File: src/rtl/floo_eject_sink.sv
// floo_eject_sink: terminator for unused router eject ports.
// Each channel absorbs flits through a valid/ready link and drops them. The
// ready line can be throttled so that it rises once every ReadyPeriod cycles.
// For status, each channel keeps a saturating flit count, the payload of the
// last accepted flit, a sticky "seen" flag and a sticky stall-timeout flag.
module floo_eject_sink #(
  parameter int unsigned NumChannels   = 3,
  parameter int unsigned DataWidth     = 64,
  parameter int unsigned CntWidth      = 16,
  parameter int unsigned ReadyPeriod   = 1,
  parameter int unsigned TimeoutCycles = 256
) (
  input  logic                             clk_i,
  input  logic                             rst_i,
  input  logic                             enable_i,
  input  logic                             clear_i,
  input  logic [NumChannels-1:0]           valid_i,
  output logic [NumChannels-1:0]           ready_o,
  input  logic [NumChannels*DataWidth-1:0] data_i,
  output logic [NumChannels*CntWidth-1:0]  flit_cnt_o,
  output logic [NumChannels*DataWidth-1:0] last_data_o,
  output logic [NumChannels-1:0]           seen_o,
  output logic [NumChannels-1:0]           timeout_o
);

  // The phase must hold values 0..ReadyPeriod-1.
  // The stall counter must be able to reach TimeoutCycles.
  localparam int unsigned PhaseWidth = (ReadyPeriod > 1) ? $clog2(ReadyPeriod) : 1;
  localparam int unsigned StallWidth = (TimeoutCycles > 1) ? $clog2(TimeoutCycles + 1) : 1;
  localparam logic [PhaseWidth-1:0] PhaseLast  = PhaseWidth'(ReadyPeriod - 1);
  localparam logic [PhaseWidth-1:0] PhaseOne   = (ReadyPeriod > 1) ? PhaseWidth'(1) : '0;
  localparam logic [StallWidth-1:0] StallLimit = StallWidth'(TimeoutCycles);
  localparam logic [StallWidth-1:0] StallOne   = StallWidth'(1);

  typedef enum logic [1:0] {
    Idle    = 2'd0,
    Stall   = 2'd1,
    Timeout = 2'd2
  } state_e;

  for (genvar gi = 0; gi < NumChannels; gi++) begin : gen_ch
    logic [PhaseWidth-1:0] phase_q, phase_d;
    logic [CntWidth-1:0]   cnt_q;
    logic [DataWidth-1:0]  last_q;
    logic                  seen_q;
    logic                  timeout_q;
    state_e                state_q;
    logic [StallWidth-1:0] stall_q;
    logic                  ready;
    logic                  hs;
    logic                  stalled;

    // Ready depends only on the phase and the global enable. It never looks at valid.
    assign ready   = enable_i & (phase_q == '0);
    assign hs      = valid_i[gi] & ready;
    assign stalled = valid_i[gi] & ~ready;

    // Phase sequencing.
    // At phase 0, the phase waits for a flit. After a flit, it runs through the
    // rest of the period. While disabled, it is held at 0.
    always_comb begin
      phase_d = phase_q;
      if (!enable_i) begin
        phase_d = '0;
      end else if (phase_q == '0) begin
        if (hs) phase_d = PhaseOne;
      end else if (phase_q == PhaseLast) begin
        phase_d = '0;
      end else begin
        phase_d = phase_q + PhaseWidth'(1);
      end
    end

    // Phase register. Clear does not touch it, so throttling continues across a clear.
    always_ff @(posedge clk_i or posedge rst_i) begin
      if (rst_i) phase_q <= '0;
      else       phase_q <= phase_d;
    end

    // Saturating flit counter and sticky seen flag.
    // If clear and a handshake happen together, clear wins.
    always_ff @(posedge clk_i or posedge rst_i) begin
      if (rst_i) begin
        cnt_q  <= '0;
        seen_q <= 1'b0;
      end else if (clear_i) begin
        cnt_q  <= '0;
        seen_q <= 1'b0;
      end else if (hs) begin
        if (cnt_q != '1) cnt_q <= cnt_q + CntWidth'(1);
        seen_q <= 1'b1;
      end
    end

    // Capture the payload of every accepted flit. Clear does not erase it.
    always_ff @(posedge clk_i or posedge rst_i) begin
      if (rst_i)   last_q <= '0;
      else if (hs) last_q <= data_i[gi*DataWidth +: DataWidth];
    end

    // Stall watchdog FSM.
    // It counts consecutive cycles with valid high and ready low.
    // The timeout flag is registered and stays set until a clear.
    always_ff @(posedge clk_i or posedge rst_i) begin
      if (rst_i) begin
        state_q   <= Idle;
        stall_q   <= '0;
        timeout_q <= 1'b0;
      end else if (clear_i) begin
        state_q   <= Idle;
        stall_q   <= '0;
        timeout_q <= 1'b0;
      end else if (TimeoutCycles != 0) begin
        unique case (state_q)
          Idle: begin
            if (stalled) begin
              if (StallLimit <= StallOne) begin
                state_q   <= Timeout;
                timeout_q <= 1'b1;
                stall_q   <= '0;
              end else begin
                state_q <= Stall;
                stall_q <= StallOne;
              end
            end
          end
          Stall: begin
            if (stalled) begin
              if (stall_q + StallOne == StallLimit) begin
                state_q   <= Timeout;
                timeout_q <= 1'b1;
                stall_q   <= '0;
              end else begin
                stall_q <= stall_q + StallOne;
              end
            end else begin
              state_q <= Idle;
              stall_q <= '0;
            end
          end
          Timeout: state_q <= Timeout;
          default: begin
            state_q <= Idle;
            stall_q <= '0;
          end
        endcase
      end
    end

    assign ready_o[gi]                              = ready;
    assign flit_cnt_o[gi*CntWidth +: CntWidth]      = cnt_q;
    assign last_data_o[gi*DataWidth +: DataWidth]   = last_q;
    assign seen_o[gi]                               = seen_q;
    assign timeout_o[gi]                            = timeout_q;
  end

endmodule

File: config.mk
export PLATFORM = sky130hd
export DESIGN_NAME = floo_eject_sink
export DESIGN_NICKNAME = d
export VERILOG_FILES = /design/src/rtl/floo_eject_sink.sv
export SDC_FILE = /design/constraint.sdc
export NUM_CORES = 1
export LEC_CHECK = 0
export BUFFER_PORTS_ARGS = -buffer_cell sky130_fd_sc_hd__buf_2
export CAP_MARGIN = 20
export CORE_MARGIN = 10
export CORE_UTILIZATION = 44
export CTS_CLUSTER_DIAMETER = 150
export CTS_CLUSTER_SIZE = 12
export DETAILED_ROUTE_END_ITERATION = 8
export PLACE_DENSITY_LB_ADDON = 0.12
export SLEW_MARGIN = 20
export SYNTH_ARGS = -nofsm -noshare
export SYNTH_HDL_FRONTEND = slang
export SYNTH_SLANG_ARGS = --single-unit
File: constraint.sdc
create_clock -name clk_i -period 25.1 [get_ports clk_i]
set_input_delay 5.02 -clock clk_i [delete_from_list [all_inputs] [get_ports clk_i]]
set_output_delay 5.02 -clock clk_i [all_outputs]
set_load 0.02 [all_outputs]
# [Yosys cells after proc, flatten, opt, wreduce, memory -nomap -nowiden]
# Index checks and enable logic that the tools add are counted.
# Widths: inputs -> output; s select.
[word_totals] out_inout_bits=249 regBits=282
[op_classes] n_bitwise=15 n_addsub=9 mux=63 eq_ne=21 n_reduce_logical=30
[ops] cell="$mux 16" n=9
[ops] cell="$mux 9" n=12
[ops] cell="$pmux 9 s3" n=3
[ops] cell="$add 16x1->16 const B" n=3
[ops] cell="$ne 16x16->1 const B" n=3
[ops] cell="$reduce_bool 2->1" n=15
[ops] cell="$add 9x1->9 const B" n=3
[ops] cell="$eq 9x9->1 const B" n=3
[ops] cell="$mux 1" n=24
[ops] cell="$mux 2" n=12
[ops] cell="$pmux 2 s3" n=3
[ops] cell="$reduce_and 2->1" n=9
[ops] cell="$ne 4x4->1 const B" n=3
[ops] cell="$and 1x1->1" n=9
[ops] cell="$ne 3x3->1 const B" n=3
[ops] cell="$reduce_and 3->1" n=3
[ops] cell="$eq 2x1->1 const B" n=3
[ops] cell="$eq 2x2->1 const B" n=3
[ops] cell="$logic_not 2->1" n=3
[ops] cell="$ne 2x2->1 const B" n=3
[ops] cell="$not 1->1" n=6
[ops] cell="$add 1x1->1 const B" n=3

# [Longest topological paths before layout]
[logic_depth] ltp_word=7 ltp_mapped=8 mapped_depth_nobuf=6

# [Worst setup path after synthesis]
# Ideal clock, no wire load.
[synth_timing] kind="input to output" start="input enable_i" end="output ready_o[0]" stages=1 required_ns=20.080 n_path_buf=1 setup_slack_ns=14.926 t_arrival_ns=5.154 cell_sequence="buf_4"
[synth_via] elab_chain_len=1
[synth_lines] item="start: declaration" line_no="15" rtl="input logic enable_i,"
[synth_lines] item="$and 1x1->1" line_no="54" rtl="assign ready = enable_i & (phase_q == '0);"
[synth_lines] item="end: declaration" line_no="18" rtl="output logic [NumChannels-1:0] ready_o,"
# No other way between the ends.

# [Final worst setup path]
[layout_timing] start="input enable_i" end="output ready_o[1]"
# The elaborated chain is that of the path after synthesis.

==> summary.md <==
For the final hold violation count, the log shows 0. The routed layout has 9341 vias. Number of input and output port buffers inserted: 447. The signal on the critical path passes through buf_2 > buf_2. The logs give 470 ps for the smallest hold slack and 279 for the sink count of the clock tree. Fill cells in the final layout number 2365. The maximum fanout encountered on the critical timing path was 15; the share of total power consumed by net switching was 0.289. The synthesis-to-layout area growth is 26.5%, and the proportion of netlist area held by the largest area contributor is 0.585. The tools report the power share of the sequential group as 0.484. Synthesized cell area: 11900 um2. For the final routed database, the setup TNS stands at 0 ps. A synthesized cell averages 11.1 um2. The worst setup path is captured at a primary output. Across the run, the number of max-cap violations was 0. The arrival time reported for the critical path endpoint came out at 5520 ps. The number of max-slew violations in the final report is 0, and the instance count of the mapped netlist is 1076. In the final layout, the multi-input gates occupy 4620 um2. Broken down by cell family, the worst path's largest delay share belongs to buffers and inverters.

For the summed area of non-filler cells in the final layout, the log shows 15100 um2. The fraction of final layout cells sized beyond drive strength 1 came out at 0.420. Library cell with the largest summed area after synthesis: dfrtp_1. Measured in cells, the most critical reg-to-reg path has a length of 6. The combinational group share of total power came out at 0.187. In this run the power spent charging and discharging nets is 0.309 mW. The tools report the DRC violations left as 0. The logs give 54.0 mm for the global-route wire length before repair and 6 for the initial antenna violation count.

The most frequent cell on the critical path is buf_2. The clock tree skew after final layout is 11.3 ps, and the number of hold buffers added after cts is 0. The required time at the endpoint of the critical path is 20080 ps, and the placed instance area is 14400 um2. The number of buffers created by CTS is 27. The tools report the H-tree level count as 1. The total routed wirelength was 35.4 mm; the overall die area was 34100 um2. For this run, the number of Yosys warnings is 0.

The width of the die was 185 um. The worst setup path is launched from an input port. The HPWL reported at the end of detailed placement came out at 26.2 mm. In this run the count of I/O pins placed on the die edge is 448.

For this run, the detailed router's first-pass iteration total came to 5. The share of synthesized registers carrying an async set or reset was 1.00. TritonCTS built the clock tree. The tree is rooted in a clkbuf_16. The routed wirelength normalized by instance count works out to 19.3 um. dfrtp_1 is the most common cell in the netlist. The worst hold-check path type was flop to flop. Global routing finished with a remaining overflow of 0. Dividing the detail-routed via count by the number of cells gives 5.08.

The worst relative slew slack was 0.348. Setup repair after global routing left no endpoint under its margin. Synthesis produced a netlist with a net count of 1282.

Summing all flip-flop and latch instances after layout gives 6980 um2. The analysis attributes to cell leakage a power of 7.53 nW. The run finished with clean final reports. VDD sags by at most 0.0553 mV. Measured along the y axis, the die boundary spans 185 um. The count of nets after finishing is 1703, and the maximum cell stage delay along the critical path is 270 ps. For the worst-skew pair, the clock arrives at the later sink with an insertion delay of 530 ps. The clock passes through at most 3 buffers. In the synthesized netlist the dominant register cell turns out to be dfrtp_1.

The worst setup path is of the input port to primary output kind. The tools report the count of endpoints failing setup in the final report as 0. The critical path crosses 2 cells after its start point. The critical path buffer and inverter count was 2; the placement row count was 60.

The congestion estimate from routability-driven global placement came to 0.819. The pin slew with the least headroom to its limit came out at 978 ps. In this run the remaining antenna-violating nets after routing total 0. Proportion of synthesized chip area in sequential cells: 0.585. Entering global routing, the biggest net connects 141 pins.

After synthesis, the most frequently instantiated cells are dfrtp_1 (279), nand2_1 (237), mux2_2 (129), nor2_1 (66), xnor2_1 (42). The clock share of power is 0.329, and the minimum clock period after layout is 10540 ps. Cell count of the worst hold path: 2.

The number of buffers added for setup after CTS came out at 0. Synthesis inferred 279 register bits. In this run the power density over the cells is 70.7 nW/um2. The critical path's slowest cell is buf_2. The run gives 94.9 MHz as the top achievable clock speed.

For the effective utilization at floorplan, the log shows 0.445. In this run, synthesis inferred 0 flip-flops with an integrated enable. Counting distinct cell types in the post-synthesis netlist gives 58. The core footprint was 26800 um2. The quantity of gates resized following cts was 0. After synthesis, the cell types taking the most area are dfrtp_1 (58%), mux2_2 (12%), nand2_1 (7.5%), xnor2_1 (3.1%), nor2_1 (2.1%).

The clock slew at the register clock pins of the worst setup and hold paths is 60 ps. The final period utilization was 0.420. The overall track demand over capacity in global routing is 0.198, and the initial detailed-routing violation count is 672. The via count of the first global-routing pass is 9455. The internal portion of the total power is 0.759 mW.
==> cell families (layout without fill, tap and decap cells) <==
kind of cell               count (synthesis)  count (layout)  share of synthesized area
other                                      0               2                          0
muxes                                    131             131                      0.123
adders and majority gates                  7               7                    0.00734
xor gates and xnor gates                  45              45                     0.0330
DFF                                      279             279                      0.585
and+or+nand+nor                          437             437                      0.166
buffers and inverters                     79             500                     0.0283
AOI/OAI and AO/OA                         98              98                     0.0565
==> power groups by stage <==
stage / combinational, mW / sequential (mW) / clock (mW)
after floorplan: 0.0602 / 0.580 / 0
after global placement: 0.202 / 0.522 / 0
after detailed placement: 0.204 / 0.524 / 0
after CTS: 0.204 / 0.517 / 0.364
after global routing: 0.216 / 0.523 / 0.381
final: 0.199 / 0.517 / 0.351
==> placed cells by master, fill, tap and decap left out, types with 4 or more instances in the layout <==
cell / n
o21ai_0: 20
nor3_1: 14
inv_1: 16
a31oi_1: 4
or3_1: 5
a211o_1: 5
and3_1: 5
nand2_1: 234
clkbuf_16: 27
a211oi_1: 9
o31ai_1: 7
xnor2_1: 42
nor4_1: 18
nor3b_1: 6
a21oi_1: 23
and4_1: 10
nand4_1: 16
nor2_1: 66
nand2b_1: 4
nand3_1: 35
mux2_2: 129
a21boi_0: 4
ha_1: 7
buf_2: 447
dfrtp_1: 279
o21a_1: 4
buf_4: 7
==> per-stage QoR <==
step,cells,power [mW],setup slack [ps],util
finish,1840,1.07,14560,0.563
global route,1839,1.12,14510,0.563
CTS,1838,1.09,14550,0.563
detailed placement,1809,0.728,14550,0.537
global placement,1809,0.724,14560,0.537
floorplan,1076,0.641,12390,-
==> state kept, by name (all words and copies together), names as in the netlist <==
signal and count:
gen_ch.seen_q 3, gen_ch.last_q 192, gen_ch.stall_q 27, gen_ch.cnt_q 48, gen_ch.state_q 6, gen_ch.timeout_q 3
==> worst reg2reg max path, stage by stage (launching register included) <==
cell and delay (ps):
dfrtp_1 430, ha_1 300, or4b_1 480, a211o_1 300, a221oi_2 460, nand2b_1 220, o21ai_0 90
==> final cells by class <==
| cell class | instances | area share |
|---|---|---|
| Inverter | 17 | 0.00472 |
| Multi-Input combinational cell | 718 | 0.306 |
| Antenna cell | 2 | 0.000332 |
| Clock buffer | 27 | 0.0448 |
| Sequential cell | 279 | 0.463 |
| Tap cell | 341 | 0.0283 |
| Timing Repair Buffer | 454 | 0.152 |
| Clock inverter | 2 | 0.00133 |
==> path summary, 6_finish.rpt <==
kind / startpoint / endpoint / slack [ps]
min reg2reg: gen_ch[1].last_q[13]$_DFFE_PP0P_ / gen_ch[1].last_q[13]$_DFFE_PP0P_ / 470
max in group asynchronous: rst_i / gen_ch[1].last_q[7]$_DFFE_PP0P_ / 18910
min in group asynchronous: rst_i / gen_ch[1].last_q[33]$_DFFE_PP0P_ / 4710
min: gen_ch[1].last_q[13]$_DFFE_PP0P_ / gen_ch[1].last_q[13]$_DFFE_PP0P_ / 470
max reg2reg: gen_ch[2].stall_q[0]$_DFFE_PP0P_ / gen_ch[2].stall_q[1]$_DFFE_PP0P_ / 22700
max: enable_i / ready_o[1] / 14560
==> routing by layer <==
metal	track usage	share of wire
met5	0	0.0016
met4	0.0510	0.023
met3	0.0795	0.096
met2	0.340	0.50
met1	0.225	0.38
No activity file was read; power rests on OpenSTA's default activity.
